===== config.mk =====
export PLATFORM = sky130hd
export DESIGN_NAME = lane_judge
export DESIGN_NICKNAME = d
export VERILOG_FILES = /design/src/rtl/lane_judge.sv
export SDC_FILE = /design/constraint.sdc
export NUM_CORES = 1
export LEC_CHECK = 0
export CAP_MARGIN = 20
export CORE_ASPECT_RATIO = 0.75
export CORE_MARGIN = 8
export CORE_UTILIZATION = 25
export CTS_CLUSTER_SIZE = 40
export DETAILED_ROUTE_END_ITERATION = 8
export GPL_TIMING_DRIVEN = 0
export SYNTH_ARGS = -nofsm -noshare
export SYNTH_HDL_FRONTEND = slang
export SYNTH_SLANG_ARGS = --single-unit
export TNS_END_PERCENT = 50

===== constraint.sdc =====
create_clock -name clk -period 2.17 [get_ports clk]
set_input_delay 0.217 -clock clk [delete_from_list [all_inputs] [get_ports clk]]
set_output_delay 0.217 -clock clk [all_outputs]
set_load 0.05 [all_outputs]

===== src/rtl/lane_judge.sv =====
// N-lane rhythm-game timing judge: grades each lane's button press against a cycle-counted
// hit window opened on beat_tick, and tracks hold notes beat by beat.
module lane_judge #(
    parameter int unsigned N_LANES     = 2,
    parameter int unsigned PERFECT_WIN = 8,
    parameter int unsigned GOOD_WIN    = 20,
    parameter int unsigned CNT_W       = 8
) (
    input  logic                 clk,
    input  logic                 rst,
    input  logic                 beat_tick,
    input  logic [2*N_LANES-1:0] note_in,
    input  logic [N_LANES-1:0]   click_n,
    output logic [2*N_LANES-1:0] result,
    output logic [N_LANES-1:0]   result_valid,
    output logic [N_LANES-1:0]   hold_active,
    output logic                 accum_now
);

    typedef enum logic [1:0] {StIdle, StWait, StHold} state_e;

    localparam logic [1:0] NoteTap       = 2'b01;
    localparam logic [1:0] NoteHoldStart = 2'b10;
    localparam logic [1:0] NoteHoldMid   = 2'b11;

    localparam logic [1:0] ResPerfect = 2'b00;
    localparam logic [1:0] ResGood    = 2'b01;
    localparam logic [1:0] ResMiss    = 2'b10;
    localparam logic [1:0] ResNoNote  = 2'b11;

    localparam logic [CNT_W-1:0] CntPerfect = CNT_W'(PERFECT_WIN);
    localparam logic [CNT_W-1:0] CntLast    = CNT_W'(GOOD_WIN - 1);

    for (genvar i = 0; i < N_LANES; i++) begin : g_lane
        logic             sync1_q, sync2_q, hist_q;
        state_e           state_q;
        logic [CNT_W-1:0] cnt_q;
        logic [1:0]       kind_q;
        logic [1:0]       res_q;
        logic             valid_q;
        logic             hold_q;
        logic [1:0]       note;
        logic             press_edge;
        logic             pressed;
        logic             opens_window;

        assign note         = note_in[2*i +: 2];
        assign press_edge   = hist_q & ~sync2_q;
        assign pressed      = ~sync2_q;
        assign opens_window = (note == NoteTap) || (note == NoteHoldStart);

        always_ff @(posedge clk) begin
            if (rst) begin
                sync1_q <= 1'b1;
                sync2_q <= 1'b1;
                hist_q  <= 1'b1;
                state_q <= StIdle;
                cnt_q   <= '0;
                kind_q  <= '0;
                res_q   <= ResNoNote;
                valid_q <= 1'b0;
                hold_q  <= 1'b0;
            end else begin
                sync1_q <= click_n[i];
                sync2_q <= sync1_q;
                hist_q  <= sync2_q;
                valid_q <= 1'b0;
                case (state_q)
                    StIdle: begin
                        if (beat_tick) begin
                            if (opens_window) begin
                                state_q <= StWait;
                                cnt_q   <= '0;
                                kind_q  <= note;
                            end else if (note == NoteHoldMid) begin
                                res_q   <= ResMiss;
                                valid_q <= 1'b1;
                            end
                        end
                    end
                    StWait: begin
                        if (beat_tick) begin
                            // Overrun: the pending note misses; a HOLD_MIDDLE here is dropped.
                            res_q   <= ResMiss;
                            valid_q <= 1'b1;
                            cnt_q   <= '0;
                            if (opens_window) begin
                                kind_q <= note;
                            end else begin
                                state_q <= StIdle;
                            end
                        end else if (press_edge) begin
                            res_q   <= (cnt_q < CntPerfect) ? ResPerfect : ResGood;
                            valid_q <= 1'b1;
                            cnt_q   <= '0;
                            if (kind_q == NoteHoldStart) begin
                                state_q <= StHold;
                                hold_q  <= 1'b1;
                            end else begin
                                state_q <= StIdle;
                            end
                        end else if (cnt_q >= CntLast) begin
                            res_q   <= ResMiss;
                            valid_q <= 1'b1;
                            cnt_q   <= '0;
                            state_q <= StIdle;
                        end else begin
                            cnt_q <= cnt_q + CNT_W'(1);
                        end
                    end
                    StHold: begin
                        if (beat_tick) begin
                            if (note == NoteHoldMid) begin
                                valid_q <= 1'b1;
                                if (pressed) begin
                                    res_q <= ResPerfect;
                                end else begin
                                    res_q   <= ResMiss;
                                    state_q <= StIdle;
                                    hold_q  <= 1'b0;
                                end
                            end else begin
                                hold_q <= 1'b0;
                                if (opens_window) begin
                                    state_q <= StWait;
                                    cnt_q   <= '0;
                                    kind_q  <= note;
                                end else begin
                                    state_q <= StIdle;
                                end
                            end
                        end
                    end
                    default: state_q <= StIdle;
                endcase
            end
        end

        assign result[2*i +: 2] = res_q;
        assign result_valid[i]  = valid_q;
        assign hold_active[i]   = hold_q;
    end

    // Built only from registered valids, so it pulses in the same cycle as them.
    assign accum_now = |result_valid;

endmodule

### Word level (Yosys, flattened, before mapping)

Index checks and enable logic that the tools add are counted.

| word-level totals | value |
|---|---|
| register bits | 38 |
| input port bits | 9 |
| output and inout bits | 9 |

| cells by class | value |
|---|---|
| bitwise gates (word level) | 4 |
| $add $sub $neg | 2 |
| mux-type cells | 102 |
| reductions and logical operators | 23 |
| $lt $le $gt $ge | 4 |
| equal/unequal tests | 40 |

Operator list:

| operator | number |
|---|---|
| 2-to-1 mux 8 bit | 14 |
| 2-to-1 mux 2 bit | 46 |
| case mux 8 bit (3 select lines) | 2 |
| != test 2 bit (second input constant) | 20 |
| 2-to-1 mux 1 bit | 30 |
| case mux 2 bit (3 select lines) | 4 |
| AND reduction 6 bit | 4 |
| adder 8 x 1 -> 8 bit (second input constant) | 2 |
| == test 2 bit (second input constant) | 8 |
| greater-or-equal comparator 8 x 5 -> 1 bit (second input constant) | 2 |
| < comparator 8 x 4 -> 1 bit (second input constant) | 2 |
| AND reduction 4 bit | 4 |
| AND reduction 7 bit | 2 |
| != test 3 bit (second input constant) | 4 |
| == test 2 x 1 -> 1 bit (second input constant) | 4 |
| != test 4 bit (second input constant) | 2 |
| case mux 2 bit (2 select lines) | 2 |
| nonzero test 2 bit | 4 |
| case mux 1 bit (3 select lines) | 2 |
| nonzero test 3 bit | 2 |
| OR reduction 2 bit | 3 |
| zero test 2 bit | 2 |
| != test 2 x 1 -> 1 bit (second input constant) | 2 |
| case mux 1 bit (2 select lines) | 2 |
| 3 further kinds | 6 |

### Longest topological paths before layout

Gate-level depths: netlist (run 1).

| logic depth | value |
|---|---|
| depth in word-level cells | 6 |
| mapped depth | 7 |
| gate-level depth less buffers | 6 |

### Worst setup path before layout (run 1)

Ideal clock, no wire load.

| timing path | value |
|---|---|
| kind | register to register |
| start | reg g_lane[0].state_q[0] |
| end | reg g_lane[0].cnt_q[7] |
| period minus slack after synthesis | 2.127 ns |
| arrival time | 2.042 ns |
| slack | 0.043 ns |
| cell stages (with the launch flop) | 7 |
| path buffers | 0 |
| library setup time | 0.086 ns |
| path through | dfxtp_1 inv_1 ha_1 nor2b_1 a2111o_1 or4_1 a211oi_1 |

| between the ends | value |
|---|---|
| longest elaborated chain between the ends | 3 |
| elaborated cells on any way between the ends | 9 |

Ends and longest elaborated chain:

| what | RTL line | RTL |
|---|---|---|
| start, declared | 36 | `state_e state_q;` |
| start signal, assigned | 57 | `state_q <= StIdle;` |
| start signal, assigned | 72 | `state_q <= StWait;` |
| start signal, assigned | 90 | `state_q <= StIdle;` |
| == test 2 bit (tied with other cells) | 68 | `case (state_q)` |
| != test 2 bit (no line) or nonzero test 3 bit (tied branches) | - |  |
| AND reduction 4 bit (no line) | - |  |
| end signal, assigned | 108 | `cnt_q <= cnt_q + CNT_W'(1);` |
| end, declared | 37 | `logic [CNT_W-1:0] cnt_q;` |

Several ways; a longest one is shown, not always the timed one.
A chain may end at the register's enable or synchronous reset.

### Worst setup path after layout (run 1)

| timing path | value |
|---|---|
| start | reg g_lane[1].cnt_q[0] |
| end | reg g_lane[1].res_q[1] |

| between the ends | value |
|---|---|
| longest elaborated chain between the ends | 3 |

Ends and longest elaborated chain:

| what | RTL line | RTL |
|---|---|---|
| start, declared | 37 |  |
| start signal, assigned | 108 |  |
| greater-or-equal comparator 8 x 5 -> 1 bit | 102 | `end else if (cnt_q >= CntLast) begin` |
| != test 4 bit (no line) | - |  |
| AND reduction 7 bit (no line) | - |  |
| end signal, assigned | 103 | `res_q <= ResMiss;` |
| end signal, assigned | 116 | `res_q <= ResPerfect;` |
| end signal, assigned | 118 | `res_q <= ResMiss;` |
| end, declared | 39 | `logic [1:0] res_q;` |

Every way passes these cells.

==> flow_summary.html, run 1 <==
<table>
<tr><th>Metric</th><th>Value</th></tr>
<tr><th colspan="2">Setup path</th></tr>
<tr><td>Family of cells with the greatest summed delay on the critical path</td><td>simple AND/OR/NAND/NOR gates</td></tr>
<tr><td>Required @ worst endpoint</td><td>~2.3 ns</td></tr>
<tr><td>Crit path kind</td><td>register to register</td></tr>
<tr><td>Worst EP arrival</td><td>2.23 ns</td></tr>
<tr><td>Endpoint of the worst-slack reg-to-reg timing path</td><td>g_lane[1].res_q[1]$_SDFFE_PP1P_</td></tr>
<tr><td>Number of cells on the worst reg-to-reg path</td><td>5</td></tr>
<tr><td>Largest stage delay, worst path</td><td>approximately 0.6 ns</td></tr>
<tr><td>Category of the worst setup path capture point</td><td>register</td></tr>
<tr><td>Register-to-register path setup slack</td><td>0.10 ns</td></tr>
<tr><td>Critical Path Source Type</td><td>register</td></tr>
<tr><td>Number of buffers and inverters on the critical path</td><td>0</td></tr>
<tr><td>Series of cell instances along the critical path</td><td>ha_1, o31a_1, nor4_4, nor4_1, a211o_1</td></tr>
<tr><td>Critical path peak fanout</td><td>9</td></tr>
<tr><td>Worst path slowest cell</td><td>nor4_4</td></tr>
<tr><td>Worst flop-to-flop path startpoint</td><td>g_lane[1].cnt_q[0]$_SDFFE_PP0P_</td></tr>
<tr><th colspan="2">Logic synthesis</th></tr>
<tr><td>Post-synthesis sequential element count</td><td>38</td></tr>
<tr><td>Complex-gate fraction of the synthesized area</td><td>0.210</td></tr>
<tr><td>Basic-gate share of the synthesized area counting and, or, nand and nor cells</td><td>0.261</td></tr>
<tr><td>Post-synthesis instance area</td><td>around 2200 um2</td></tr>
<tr><td>Number of cells produced by synthesis</td><td>about 240</td></tr>
<tr><td>Synthesized-area fraction occupied by xor and xnor cells</td><td>0.00407</td></tr>
<tr><td>Post-synthesis area per instance</td><td>8.86 um2</td></tr>
<tr><td>Number of flops mapped to enable cells by yosys</td><td>0</td></tr>
<tr><td>Distinct cell type count after synthesis</td><td>52</td></tr>
<tr><td>Post-Synth Adder-Cell Area</td><td>0.0813</td></tr>
<tr><td>Number of warnings issued by yosys</td><td>0</td></tr>
<tr><td>Nets in the synthesized netlist</td><td>roughly 270</td></tr>
<tr><td>Main flop type after synthesis</td><td>dfxtp_1</td></tr>
<tr><td>Combinational family with the most area after synthesis</td><td>simple AND/OR/NAND/NOR gates</td></tr>
<tr><td>Async S/R FF share, synth</td><td>0</td></tr>
<tr><td>Proportion of synthesized chip area in sequential cells</td><td>0.353</td></tr>
<tr><td>Portion of netlist area occupied by mux cells</td><td>0.0424</td></tr>
<tr><th colspan="2">Die</th></tr>
<tr><td>Number of primary I/O pins</td><td>18</td></tr>
<tr><td>Floorplan die width</td><td>around 120 um</td></tr>
<tr><td>Die ar.</td><td>between 10,000 and 15,000 um2</td></tr>
<tr><td>Overall die height</td><td>just under 100 um</td></tr>
<tr><td>Core area</td><td>8420 um2</td></tr>
<tr><td>Row count</td><td>29</td></tr>
<tr><td>Starting density of the core</td><td>0.256</td></tr>
<tr><th colspan="2">Pwr</th></tr>
<tr><td>Part of the total power dissipated in combinational logic</td><td>0.244</td></tr>
<tr><td>Leakage component of the power</td><td>just under 1 nW</td></tr>
<tr><td>Sequential power share</td><td>0.388</td></tr>
<tr><td>Switching share of power</td><td>0.298</td></tr>
<tr><td>VDD IR max</td><td>approximately 0.40 mV</td></tr>
<tr><td>Share of power burned in the clock network</td><td>0.368</td></tr>
<tr><td>Cell internal power dissipation</td><td>0.00138 W</td></tr>
<tr><td>Switching power total</td><td>roughly 0.0006 W</td></tr>
<tr><td>Power density normalized to cell area</td><td>between 700 and 800 nW/um2</td></tr>
<tr><th colspan="2">Layout</th></tr>
<tr><td># nets final</td><td>between 200 and 300</td></tr>
<tr><td>Leading cell type in the layout, fill and taps excluded</td><td>dfxtp_1</td></tr>
<tr><td>Highest-count cells in the layout ignoring fill and taps</td><td>dfxtp_1 (36), nand2b_1 (16), a21oi_1 (15)</td></tr>
<tr><td>Utilization after layout</td><td>0.319</td></tr>
<tr><td>Filler Cells Inserted</td><td>just under 900</td></tr>
<tr><td>Layout overhead on the synthesized area</td><td>24.6%</td></tr>
<tr><td>Share of layout cells above drive strength 1</td><td>0.145</td></tr>
<tr><td>Ant. Diodes</td><td>0</td></tr>
<tr><th colspan="2">Hold path</th></tr>
<tr><td>Path category of the worst min-delay check</td><td>input port to register</td></tr>
<tr><td>Instance count along the most critical hold path</td><td>3</td></tr>
<tr><td>Endpoint with the worst hold slack</td><td>g_lane[0].kind_q[1]$_SDFFE_PP0P_</td></tr>
<tr><td>Hold Path Origin</td><td>note_in[1]</td></tr>
<tr><th colspan="2">Detailed routing</th></tr>
<tr><td>DRC marker count from the first detailed-route iteration</td><td>between 100 and 150</td></tr>
<tr><td>Number of optimization iterations in the first detailed-route pass</td><td>4</td></tr>
<tr><td>Average wire length per cell after detail routing</td><td>14.2 um</td></tr>
<tr><td>Count of antenna-violating nets left after detailed routing</td><td>0</td></tr>
<tr><td>Final wirelength</td><td>between 5000 and 6000 um</td></tr>
<tr><td>Routed via count divided by cell count</td><td>just over 5</td></tr>
<tr><td>Number of DRC violations after detailed routing</td><td>0</td></tr>
<tr><td>Vias after detailed routing</td><td>1,921</td></tr>
<tr><th colspan="2">STA</th></tr>
<tr><td>Transition time at the pin with the least slew margin</td><td>around 0.61 ns</td></tr>
<tr><td>Count of final setup violators</td><td>0</td></tr>
<tr><td>WHS</td><td>approximately 0.30 ns</td></tr>
<tr><td>Tcrit/Tclk final</td><td>0.953</td></tr>
<tr><td>FMAX</td><td>roughly 0.48 GHz</td></tr>
<tr><td>Final clock skew</td><td>0.00335 ns</td></tr>
<tr><td>Max transition margin</td><td>0.595</td></tr>
<tr><td>Final count of pins violating max slew</td><td>0</td></tr>
<tr><td>RSZ-0062 raised after global routing</td><td>yes</td></tr>
<tr><td>Shortest period the worst path allows</td><td>around 2.1 ns</td></tr>
<tr><td>Number of hold violations in the final report</td><td>0</td></tr>
<tr><th colspan="2">Status</th></tr>
<tr><td>Outcome</td><td>finished, final reports clean</td></tr>
<tr><th colspan="2">Clock network</th></tr>
<tr><td>Total CTS buffers</td><td>5</td></tr>
<tr><td>Worst skew pair latency</td><td>~0.27 ns</td></tr>
<tr><td>TritonCTS clock tree</td><td>done</td></tr>
<tr><td>H-tree depth</td><td>2</td></tr>
<tr><td>Clock transition at the registers of the reported paths</td><td>roughly 0.060 ns</td></tr>
<tr><td>Max clock buf depth</td><td>2</td></tr>
<tr><td>Clock tree sinks</td><td>38</td></tr>
<tr><td>CTS Root Buffer Type</td><td>clkbuf_16</td></tr>
<tr><th colspan="2">Placed design</th></tr>
<tr><td>Port Buffer Count</td><td>17</td></tr>
<tr><td>HPWL after DPL</td><td>a little under 4000 um</td></tr>
<tr><td>Routability cong.</td><td>just over 0.8</td></tr>
<tr><th colspan="2">Global route</th></tr>
<tr><td>Global-route wire length before repair</td><td>9070 um</td></tr>
<tr><td>Total routing usage reported by global routing</td><td>0.0948</td></tr>
<tr><td>Remaining global-route overflow</td><td>0</td></tr>
<tr><td>Largest net degree at the start of global routing</td><td>12</td></tr>
<tr><td>Number of global-route vias before repair</td><td>1,766</td></tr>
<tr><td>Number of antenna violations at the first check in global routing</td><td>0</td></tr>
<tr><th colspan="2">Run</th></tr>
<tr><td>Max cap viols</td><td>0</td></tr>
</table>
-- final cells by class --
cell class | instances | area, um2 | share of cell area
tap | 108 | 135 | 0.0504
timing repair buffer | 19 | 193 | 0.0718
multi-input combinational | 182 | 1340 | 0.500
inverter | 10 | 37.5 | 0.0140
sequential | 38 | 763 | 0.285
clock inverter | 1 | 5.00 | 0.00187
buffer | 12 | 66.3 | 0.0247
clock buffer | 7 | 143 | 0.0532
-- routing by layer --
| layer | vias to the layer above | part of all wire | GRT usage |
|---|---|---|---|
| li1 | 946 | - | - |
| met1 | 906 | 0.53 | 0.140 |
| met2 | 63 | 0.39 | 0.131 |
| met3 | 6 | 0.069 | 0.0250 |
| met4 | 0 | 0.012 | 0.0260 |
| met5 | - | 0 | 0 |
-- worst max-delay path by stage --
stage / cells past startpoint / from / slack [ns] / end
floorplan: 6 / g_lane[0].state_q[0]$_SDFFE_PP0P_ / 0.04 / g_lane[0].cnt_q[7]$_SDFFE_PP0P_
global placement: 7 / beat_tick / -0.55 / g_lane[1].cnt_q[2]$_SDFFE_PP0P_
detailed placement: 7 / beat_tick / -0.55 / g_lane[1].cnt_q[2]$_SDFFE_PP0P_
CTS: 7 / g_lane[0].state_q[0]$_SDFFE_PP0P_ / 0.005 / g_lane[0].cnt_q[3]$_SDFFE_PP0P_
global route: 7 / g_lane[1].state_q[0]$_SDFFE_PP0P_ / -0.02 / g_lane[1].cnt_q[2]$_SDFFE_PP0P_
finish: 5 / g_lane[1].cnt_q[0]$_SDFFE_PP0P_ / 0.10 / g_lane[1].res_q[1]$_SDFFE_PP1P_
-- worst reg2reg max path, stage by stage, from the launching register on --
cell	delay, ns
dfxtp_1	0.33
ha_1	0.26
o31a_1	0.31
nor4_4	0.60
nor4_1	0.18
a211o_1	0.29
-- metrics by stage --
| stage | power (W) | instance area [um2] | setup TNS (ns) | instances | setup slack [ns] |
|---|---|---|---|---|---|
| finish | 0.00197 | 2680 | 0 | 377 | 0.102 |
| detailed placement | 0.00122 | 2460 | -6.36 | 368 | -0.554 |
| global route | 0.00207 | 2680 | -0.0322 | 377 | -0.0196 |
| global placement | 0.00122 | 2460 | -6.42 | 368 | -0.555 |
| CTS | 0.00197 | 2640 | 0 | 378 | 0.00459 |
| floorplan | 0.00110 | 2150 | 0 | 243 | 0.0426 |
-- what timing repair did --
action / 4_1_cts / 5_1_grt
pin swaps: 1 / 0
resized for setup: 4 / 17
buffers inserted: 2 / 0
setup endpoints to repair: 14 / 18
hold buffers: 0 / 0
-- Yosys cell counts, drive strengths merged, types with 2 or more instances --
library cell,count,area (um2)
dfxtp,38,761
a21oi,16,80.1
nand2b,16,100
ha,14,175
nor2,14,52.6
o21ai,11,55.1
inv,10,37.5
nand3,9,45.0
nor2b,9,56.3
mux2i,8,80.1
a211oi,7,52.6
buf,7,42.5
or2,7,43.8
clkbuf,6,22.5
or3,6,37.5
a31oi,4,25.0
nand2,4,15.0
nand4,4,25.0
nor3,4,20.0
nor3b,4,30.0
and2,3,18.8
nor4,3,33.8
o41ai,3,26.3
a2111oi,2,25.0
a21boi,2,15.0
a221oi,2,17.5
a41oi,2,17.5
nand3b,2,15.0
nand4b,2,17.5
o21bai,2,15.0
o22ai,2,12.5
o31a,2,17.5
o31ai,2,15.0
o41a,2,22.5
-- flip-flops by register name, indices dropped and copies added (netlist names) --
signal,flops
g_lane.kind_q,4
g_lane.valid_q,2
g_lane.hold_q,2
g_lane.hist_q,2
g_lane.sync2_q,2
g_lane.cnt_q,16
g_lane.res_q,4
g_lane.sync1_q,2
g_lane.state_q,4
-- power by group through the flow --
stage	logic (W)	clock network [W]	registers, W
finish	0.000481	0.000726	0.000765
global route	0.000530	0.000768	0.000772
CTS	0.000464	0.000742	0.000765
detailed placement	0.000442	0	0.000779
global placement	0.000439	0	0.000777
floorplan	0.000298	0	0.000797
-- cell families (layout without fill, tap and decap cells) --
kind of cell               count (synthesis)  in the layout
buffers and inverters                     23             49
AOI/OAI and AO/OA                         65             65
adders and majority gates                 14             14
and+or+nand+nor                           93             93
muxes                                      9              9
xor gates and xnor gates                   1              1
DFF                                       38             38
Note: power is estimated with default switching activity, not from simulation.
==> run 2: changes to the inputs <==
--- a/config.mk
+++ b/config.mk
@@ -12,6 +12,7 @@
 export CTS_CLUSTER_SIZE = 40
 export DETAILED_ROUTE_END_ITERATION = 8
 export GPL_TIMING_DRIVEN = 0
+export MAX_ROUTING_LAYER = met4
 export SYNTH_ARGS = -nofsm -noshare
 export SYNTH_HDL_FRONTEND = slang
 export SYNTH_SLANG_ARGS = --single-unit
==> constraint.sdc (replaced) <==
create_clock -name clk -period 2.5 [get_ports clk]
set_input_delay 0.25 -clock clk [delete_from_list [all_inputs] [get_ports clk]]
set_output_delay 0.25 -clock clk [all_outputs]
set_load 0.05 [all_outputs]
==> flow_summary.html, run 2 (synthesis results as in run 1) <==
<table>
<tr><th>Metric</th><th>Value</th></tr>
<tr><th colspan="2">Status</th></tr>
<tr><td>Outcome</td><td>finished, final reports clean</td></tr>
<tr><th colspan="2">Clock network</th></tr>
<tr><td>TritonCTS clock tree</td><td>done</td></tr>
<tr><td>Hold bufs inserted after CTS</td><td>0 (unchanged)</td></tr>
<tr><td>Total CTS buffers</td><td>5 (unchanged)</td></tr>
<tr><td>Total setup buffers inserted after CTS</td><td>0 (-2)</td></tr>
<tr><td>Max clock buf depth</td><td>2 (unchanged)</td></tr>
<tr><td>Clock transition at the registers of the reported paths</td><td>0.06 ns (about the same)</td></tr>
<tr><td>CTS Root Buffer Type</td><td>clkbuf_16</td></tr>
<tr><td>H-tree depth</td><td>2 (unchanged)</td></tr>
<tr><td>Worst skew pair latency</td><td>0.27 ns (about the same)</td></tr>
<tr><td>Clock tree sinks</td><td>38 (unchanged)</td></tr>
<tr><th colspan="2">Die</th></tr>
<tr><td>Row count</td><td>29 (unchanged)</td></tr>
<tr><td>Die ar.</td><td>11,900 um2 (unchanged)</td></tr>
<tr><td>Overall die height</td><td>96.4 um (unchanged)</td></tr>
<tr><td>Core area</td><td>8420 um2 (unchanged)</td></tr>
<tr><td>Starting density of the core</td><td>0.256 (unchanged)</td></tr>
<tr><td>Floorplan die width</td><td>123 um (unchanged)</td></tr>
<tr><td>Number of primary I/O pins</td><td>18 (unchanged)</td></tr>
<tr><th colspan="2">Layout</th></tr>
<tr><td>Leading cell type in the layout, fill and taps excluded</td><td>dfxtp_1</td></tr>
<tr><td>Share of layout cells above drive strength 1</td><td>0.0933 (-0.0517)</td></tr>
<tr><td>Largest reg by FF count</td><td>g_lane.cnt_q</td></tr>
<tr><td># nets final</td><td>290 (-0.34%)</td></tr>
<tr><td>Utilization after layout</td><td>0.310 (-0.00817)</td></tr>
<tr><td>Flip-flop count of the largest register, all copies and words added</td><td>16 (unchanged)</td></tr>
<tr><td>Non-Filler Cell Area, Final</td><td>2610 um2 (-2.6%)</td></tr>
<tr><td>Highest-count cells in the layout ignoring fill and taps</td><td>dfxtp_1 (37), clkdlybuf4s50_1 (17), nand2b_1 (16), a21oi_1 (16)</td></tr>
<tr><td>Layout overhead on the synthesized area</td><td>21.4%</td></tr>
<tr><td>Ant. Diodes</td><td>0 (unchanged)</td></tr>
<tr><th colspan="2">Setup path</th></tr>
<tr><td>Number of cells on the worst reg-to-reg path</td><td>6 (+1)</td></tr>
<tr><td>Worst path slowest cell</td><td>a2111o_1</td></tr>
<tr><td>Critical Path Source Type</td><td>input port</td></tr>
<tr><td>Required @ worst endpoint</td><td>2.69 ns (+0.36 ns)</td></tr>
<tr><td>Critical path peak fanout</td><td>10 (+1)</td></tr>
<tr><td>Register-to-register path setup slack</td><td>0.22 ns (+0.12 ns)</td></tr>
<tr><td>Endpoint of the worst-slack reg-to-reg timing path</td><td>g_lane[0].cnt_q[7]$_SDFFE_PP0P_</td></tr>
<tr><td>Worst flop-to-flop path startpoint</td><td>g_lane[0].state_q[0]$_SDFFE_PP0P_</td></tr>
<tr><td>Largest stage delay, worst path</td><td>0.56 ns (-0.04 ns)</td></tr>
<tr><td>Series of cell instances along the critical path</td><td>clkdlybuf4s50_1, ha_1, nand2b_1, a2111o_1, or4_1, a211oi_1</td></tr>
<tr><td>Category of the worst setup path capture point</td><td>register</td></tr>
<tr><td>Worst EP arrival</td><td>2.51 ns (+0.28 ns)</td></tr>
<tr><td>Crit path kind</td><td>input port to register</td></tr>
<tr><th colspan="2">STA</th></tr>
<tr><td>Count of final setup violators</td><td>0 (unchanged)</td></tr>
<tr><td>Tcrit/Tclk final</td><td>0.929</td></tr>
<tr><td>Final count of pins violating max slew</td><td>0 (unchanged)</td></tr>
<tr><td>Max transition margin</td><td>0.443 (-0.151)</td></tr>
<tr><td>Transition time at the pin with the least slew margin</td><td>0.833 ns (+0.225 ns)</td></tr>
<tr><td>WHS</td><td>0.411 ns (+0.114 ns)</td></tr>
<tr><td>Final setup margin</td><td>0.178 ns (+0.0752 ns)</td></tr>
<tr><td>FMAX</td><td>between 0.4 and 0.5 GHz</td></tr>
<tr><td>Number of hold violations in the final report</td><td>0 (unchanged)</td></tr>
<tr><td>Final clock skew</td><td>0.00375 ns (+0.000401 ns)</td></tr>
<tr><td>RSZ-0062 raised after global routing</td><td>no</td></tr>
<tr><td>Shortest period the worst path allows</td><td>about 2.3 ns</td></tr>
<tr><th colspan="2">Placed design</th></tr>
<tr><td>Cell area after placement</td><td>2460 um2 (unchanged)</td></tr>
<tr><td>Port Buffer Count</td><td>17 (unchanged)</td></tr>
<tr><td>Setup slack at placement</td><td>-0.257 ns (+0.297 ns)</td></tr>
<tr><td>Routability cong.</td><td>0.840 (+1.5%)</td></tr>
<tr><td>HPWL after DPL</td><td>3930 um (unchanged)</td></tr>
<tr><th colspan="2">Detailed routing</th></tr>
<tr><td>DRC marker count from the first detailed-route iteration</td><td>125 (-8.8%)</td></tr>
<tr><td>Number of DRC violations after detailed routing</td><td>0 (unchanged)</td></tr>
<tr><td>Final wirelength</td><td>5330 um (-0.37%)</td></tr>
<tr><td>Count of antenna-violating nets left after detailed routing</td><td>0 (unchanged)</td></tr>
<tr><td>Number of optimization iterations in the first detailed-route pass</td><td>4 (unchanged)</td></tr>
<tr><td>Routed via count divided by cell count</td><td>5.07 (-0.41%)</td></tr>
<tr><td>Vias after detailed routing</td><td>1,908 (-0.68%)</td></tr>
<tr><td>Average wire length per cell after detail routing</td><td>14.2 um (-0.11%)</td></tr>
<tr><th colspan="2">Global route</th></tr>
<tr><td>Largest net degree at the start of global routing</td><td>12 (unchanged)</td></tr>
<tr><td>Number of global-route vias before repair</td><td>1,757 (-0.51%)</td></tr>
<tr><td>Global-route wire length before repair</td><td>8900 um (-1.9%)</td></tr>
<tr><td>Number of antenna violations at the first check in global routing</td><td>0 (unchanged)</td></tr>
<tr><td>Remaining global-route overflow</td><td>0 (unchanged)</td></tr>
<tr><td>Total routing usage reported by global routing</td><td>0.0960 (+0.00124)</td></tr>
<tr><th colspan="2">Hold path</th></tr>
<tr><td>Path category of the worst min-delay check</td><td>register to register</td></tr>
<tr><td>Endpoint with the worst hold slack</td><td>g_lane[0].sync2_q$_SDFF_PP1_</td></tr>
<tr><td>Hold Path Origin</td><td>g_lane[0].sync1_q$_SDFF_PP1_</td></tr>
<tr><td>Instance count along the most critical hold path</td><td>1 (-2)</td></tr>
<tr><th colspan="2">Pwr</th></tr>
<tr><td>Power density normalized to cell area</td><td>644 nW/um2 (-12%)</td></tr>
<tr><td>Leakage component of the power</td><td>0.930 nW (-4.3%)</td></tr>
<tr><td>VDD IR max</td><td>0.343 mV (-14%)</td></tr>
<tr><th colspan="2">Run</th></tr>
<tr><td>Max cap viols</td><td>0 (unchanged)</td></tr>
</table>
[run 2: metrics by stage]
stage               total power (W)  TNS, ns  std cells
floorplan                  0.000950        0        243
global placement            0.00106    -1.29        368
detailed placement          0.00106    -1.27        368
CTS                         0.00169        0        376
global route                0.00177        0        376
finish                      0.00168        0        376
[run 2: per-layer routing]
metal,track usage,part of all wire,up-vias
met2,0.127,0.39,52
li1,-,-,951
met1,0.140,0.54,899
met4,0.0260,0.011,0
met3,0.0226,0.053,6
met5,-,0,-
[run 2: repair_timing]
item	CTS	global route
hold endpoints to repair	0	0
endpoints found under the setup margin	0	8
gates resized for setup	0	2
[run 2: worst max-delay path by stage]
stage,from,endpoint,slack [ns]
final,note_in[0],g_lane[0].cnt_q[7]$_SDFFE_PP0P_,0.18
after global routing,beat_tick,g_lane[1].cnt_q[2]$_SDFFE_PP0P_,0.05
after CTS,beat_tick,g_lane[1].cnt_q[2]$_SDFFE_PP0P_,0.03
after detailed placement,beat_tick,g_lane[1].cnt_q[2]$_SDFFE_PP0P_,-0.26
after global placement,beat_tick,g_lane[1].cnt_q[2]$_SDFFE_PP0P_,-0.26
after floorplan,g_lane[0].state_q[0]$_SDFFE_PP0P_,g_lane[0].cnt_q[7]$_SDFFE_PP0P_,0.37
[run 2: worst max-delay path: cells and delay by family]
family / cells / cell delay, ns
buffers and inverters: 1 / 0.48
and+or+nand+nor: 2 / 0.72
adders and majority gates: 1 / 0.27
AOI/OAI and AO/OA: 2 / 0.78
[run 2: area by class of cell]
cell class | count | area (um2)
Tap cell | 108 | 135
Clock buffer | 7 | 143
Inverter | 10 | 37.5
Buffer | 13 | 65.1
Fill cell | 872 | 5800
Timing Repair Buffer | 17 | 170
Multi-Input combinational cell | 182 | 1300
Sequential cell | 38 | 762
Clock inverter | 1 | 5.00
[run 2: power by group]
group | switching, W | internal, W | total, W
Sequential | 0.0000270 | 0.000637 | 0.000664
Clock | 0.000234 | 0.000395 | 0.000629
Combinational | 0.000238 | 0.000153 | 0.000391
==> run 3: changes to the inputs <==
--- a/config.mk
+++ b/config.mk
@@ -8,12 +8,14 @@
 export CAP_MARGIN = 20
 export CORE_ASPECT_RATIO = 0.75
 export CORE_MARGIN = 8
-export CORE_UTILIZATION = 25
+export CORE_UTILIZATION = 62
+export CTS_CLUSTER_DIAMETER = 50
 export CTS_CLUSTER_SIZE = 40
 export DETAILED_ROUTE_END_ITERATION = 8
 export GPL_TIMING_DRIVEN = 0
 export MAX_ROUTING_LAYER = met4
+export PLACE_DENSITY = 0.84
 export SYNTH_ARGS = -nofsm -noshare
 export SYNTH_HDL_FRONTEND = slang
 export SYNTH_SLANG_ARGS = --single-unit
-export TNS_END_PERCENT = 50
+export TNS_END_PERCENT = 100
==> flow_summary.html, run 3 (synthesis results as in run 1) <==
<table>
<tr><th>Metric</th><th>Value</th></tr>
<tr><th colspan="2">Hold path</th></tr>
<tr><td>Path category of the worst min-delay check</td><td>register to register</td></tr>
<tr><td>Hold Path Origin</td><td>g_lane[1].sync1_q$_SDFF_PP1_</td></tr>
<tr><th colspan="2">Pwr</th></tr>
<tr><td>Leakage component of the power</td><td>0.905 nW (-2.8%)</td></tr>
<tr><td>VDD IR max</td><td>0.463 mV (+35%)</td></tr>
<tr><td>Power density normalized to cell area</td><td>607 nW/um2 (-5.8%)</td></tr>
<tr><td>Total Power</td><td>0.00150 W (-11%)</td></tr>
<tr><th colspan="2">Clock network</th></tr>
<tr><td>TritonCTS clock tree</td><td>done</td></tr>
<tr><td>Clock transition at the registers of the reported paths</td><td>0.08 ns (+0.02 ns)</td></tr>
<tr><td>Max clock buf depth</td><td>2 (unchanged)</td></tr>
<tr><td>Total setup buffers inserted after CTS</td><td>0 (unchanged)</td></tr>
<tr><td>H-tree depth</td><td>2 (unchanged)</td></tr>
<tr><td>CTS Root Buffer Type</td><td>clkbuf_8</td></tr>
<tr><td>Worst skew pair latency</td><td>0.30 ns (+0.03 ns)</td></tr>
<tr><td>Total CTS buffers</td><td>5 (unchanged)</td></tr>
<tr><td>Clock tree sinks</td><td>38 (unchanged)</td></tr>
<tr><th colspan="2">Setup path</th></tr>
<tr><td>Register-to-register path setup slack</td><td>0.12 ns (-0.10 ns)</td></tr>
<tr><td>Required @ worst endpoint</td><td>2.72 ns (+0.03 ns)</td></tr>
<tr><td>Critical path peak fanout</td><td>7 (-3)</td></tr>
<tr><td>Crit path kind</td><td>register to register</td></tr>
<tr><td>Worst EP arrival</td><td>2.60 ns (+0.09 ns)</td></tr>
<tr><td>Worst flop-to-flop path startpoint</td><td>g_lane[0].state_q[0]$_SDFFE_PP0P_</td></tr>
<tr><td>Start point of the critical path</td><td>g_lane[0].state_q[0]$_SDFFE_PP0P_</td></tr>
<tr><td>Category of the worst setup path capture point</td><td>register</td></tr>
<tr><td>Critical Path Source Type</td><td>register</td></tr>
<tr><th colspan="2">Global route</th></tr>
<tr><td>Number of global-route vias before repair</td><td>1,735 (-1.3%)</td></tr>
<tr><td>Largest net degree at the start of global routing</td><td>13 (+1)</td></tr>
<tr><td>Number of antenna violations at the first check in global routing</td><td>0 (unchanged)</td></tr>
<tr><td>Remaining global-route overflow</td><td>0 (unchanged)</td></tr>
<tr><td>Total routing usage reported by global routing</td><td>0.186 (+0.0902)</td></tr>
<tr><td>Global-route wire length before repair</td><td>8290 um (-6.8%)</td></tr>
<tr><th colspan="2">Run</th></tr>
<tr><td>Max cap viols</td><td>0 (unchanged)</td></tr>
<tr><th colspan="2">Die</th></tr>
<tr><td>Overall die height</td><td>67.0 um (-30%)</td></tr>
<tr><td>Row count</td><td>18 (-38%)</td></tr>
<tr><td>Number of primary I/O pins</td><td>18 (unchanged)</td></tr>
<tr><td>Starting density of the core</td><td>0.650 (+0.395)</td></tr>
<tr><td>Die ar.</td><td>5630 um2 (-53%)</td></tr>
<tr><td>Floorplan die width</td><td>84.1 um (-32%)</td></tr>
<tr><td>Core area</td><td>3310 um2 (-61%)</td></tr>
<tr><th colspan="2">Layout</th></tr>
<tr><td>Ant. Diodes</td><td>0 (unchanged)</td></tr>
<tr><td>Largest reg by FF count</td><td>g_lane.cnt_q</td></tr>
<tr><td># nets final</td><td>290 (unchanged)</td></tr>
<tr><td>Utilization after layout</td><td>0.746 (+0.436)</td></tr>
<tr><td>Share of layout cells above drive strength 1</td><td>0.0933 (unchanged)</td></tr>
<tr><td>Leading cell type in the layout, fill and taps excluded</td><td>dfxtp_1</td></tr>
<tr><td>Highest-count cells in the layout ignoring fill and taps</td><td>dfxtp_1 (38), clkdlybuf4s50_1 (17), nand2b_1 (16), a21oi_1 (16)</td></tr>
<tr><td>Non-Filler Instances</td><td>308 (-18%)</td></tr>
<tr><td>Flip-flop count of the largest register, all copies and words added</td><td>16 (unchanged)</td></tr>
<tr><td>Non-Filler Cell Area, Final</td><td>2470 um2 (-5.5%)</td></tr>
<tr><td>Layout overhead on the synthesized area</td><td>14.7%</td></tr>
<tr><th colspan="2">STA</th></tr>
<tr><td>FMAX</td><td>0.420 GHz (-2.4%)</td></tr>
<tr><td>Transition time at the pin with the least slew margin</td><td>1.03 ns (+0.199 ns)</td></tr>
<tr><td>RSZ-0062 raised after global routing</td><td>no</td></tr>
<tr><td>Final count of pins violating max slew</td><td>0 (unchanged)</td></tr>
<tr><td>Final clock skew</td><td>0.00884 ns (+0.00509 ns)</td></tr>
<tr><td>Shortest period the worst path allows</td><td>2.38 ns (+0.0571 ns)</td></tr>
<tr><td>Max transition margin</td><td>0.311 (-0.133)</td></tr>
<tr><td>Count of final setup violators</td><td>0 (unchanged)</td></tr>
<tr><td>Number of hold violations in the final report</td><td>0 (unchanged)</td></tr>
<tr><td>Final setup margin</td><td>0.120 ns (-0.0571 ns)</td></tr>
<tr><td>Tcrit/Tclk final</td><td>0.952 (+0.0228)</td></tr>
<tr><th colspan="2">Detailed routing</th></tr>
<tr><td>Vias after detailed routing</td><td>1,894 (-0.73%)</td></tr>
<tr><td>Routed via count divided by cell count</td><td>6.15 (+21%)</td></tr>
<tr><td>Final wirelength</td><td>4870 um (-8.7%)</td></tr>
<tr><td>DRC marker count from the first detailed-route iteration</td><td>232 (+86%)</td></tr>
<tr><td>Average wire length per cell after detail routing</td><td>15.8 um (+11%)</td></tr>
<tr><td>Number of optimization iterations in the first detailed-route pass</td><td>4 (unchanged)</td></tr>
<tr><td>Count of antenna-violating nets left after detailed routing</td><td>0 (unchanged)</td></tr>
<tr><td>Number of DRC violations after detailed routing</td><td>0 (unchanged)</td></tr>
<tr><th colspan="2">Placed design</th></tr>
<tr><td>Cell area after placement</td><td>2370 um2 (-3.5%)</td></tr>
<tr><td>Routability cong.</td><td>0.879 (+4.7%)</td></tr>
<tr><td>Instance count after placement with tap cells included</td><td>300 (-18%)</td></tr>
<tr><td>Port Buffer Count</td><td>17 (unchanged)</td></tr>
<tr><td>HPWL after DPL</td><td>3520 um (-10%)</td></tr>
<tr><td>Setup slack at placement</td><td>-0.107 ns (+0.150 ns)</td></tr>
<tr><th colspan="2">Status</th></tr>
<tr><td>Outcome</td><td>finished, final reports clean</td></tr>
</table>
[run 3: changes by cell type in the layout (fill, tap and decap cells not counted)]
cell | before | now
clkbuf_2 | 0 | 1
clkbuf_8 | 1 | 6
dfxtp_1 | 37 | 38
clkbuf_16 | 5 | 0
dfxtp_2 | 1 | 0
a221oi_1 | 1 | 2
clkinvlp_4 | 0 | 1
a221oi_2 | 1 | 0
clkbuf_1 | 7 | 5
[run 3: path summary, 6_finish.rpt]
kind / end / cells past startpoint
worst min-delay path: g_lane[1].sync2_q$_SDFF_PP1_ / 1
worst max-delay path: g_lane[0].cnt_q[6]$_SDFFE_PP0P_ / 6
worst min register to register: g_lane[1].sync2_q$_SDFF_PP1_ / 1
worst max register to register: g_lane[0].cnt_q[6]$_SDFFE_PP0P_ / 6
[run 3: layout make-up]
cell class / count / area (um2)
Tap cell: 40 / 50.0
Multi-Input combinational cell: 182 / 1290
Timing Repair Buffer: 17 / 170
Inverter: 10 / 37.5
Buffer: 13 / 66.3
Sequential cell: 38 / 761
Fill cell: 261 / 841
Clock buffer: 6 / 82.6
Clock inverter: 2 / 12.5
[run 3: repair_timing]
| action | CTS | global route |
|---|---|---|
| gates resized for setup | 0 | 2 |
| hold endpoints to repair | 0 | 0 |
| endpoints found under the setup margin | 0 | 2 |
| hold buffers | 0 | 0 |
[run 3: worst max-delay path: stages, from the launching register on]
cell       delay (ns)
dfxtp_1          0.43
inv_1            0.11
ha_1             0.29
nor2b_1          0.17
a2111oi_1        0.92
a31oi_1          0.21
nor3_1           0.17
[run 3: through the flow]
stage	setup TNS (ns)	hold slack (ns)
2_1_floorplan	0	0.354
3_3_place_gp	-0.102	0.391
3_5_place_dp	-0.210	0.393
4_1_cts	0	0.414
5_1_grt	0	0.427
6_report	0	0.413
[run 3: report_power, final]
group	switching (W)	internal, W
Combinational	0.000234	0.000153
Sequential	0.0000267	0.000635
Clock	0.000230	0.000222
[run 3: per-layer routing]
metal | part of all wire | vias up | track usage
met3 | 0.075 | 8 | 0.0499
met5 | 0 | - | -
met2 | 0.41 | 52 | 0.264
li1 | - | 951 | -
met4 | 0.013 | 0 | 0.0644
met1 | 0.50 | 883 | 0.248
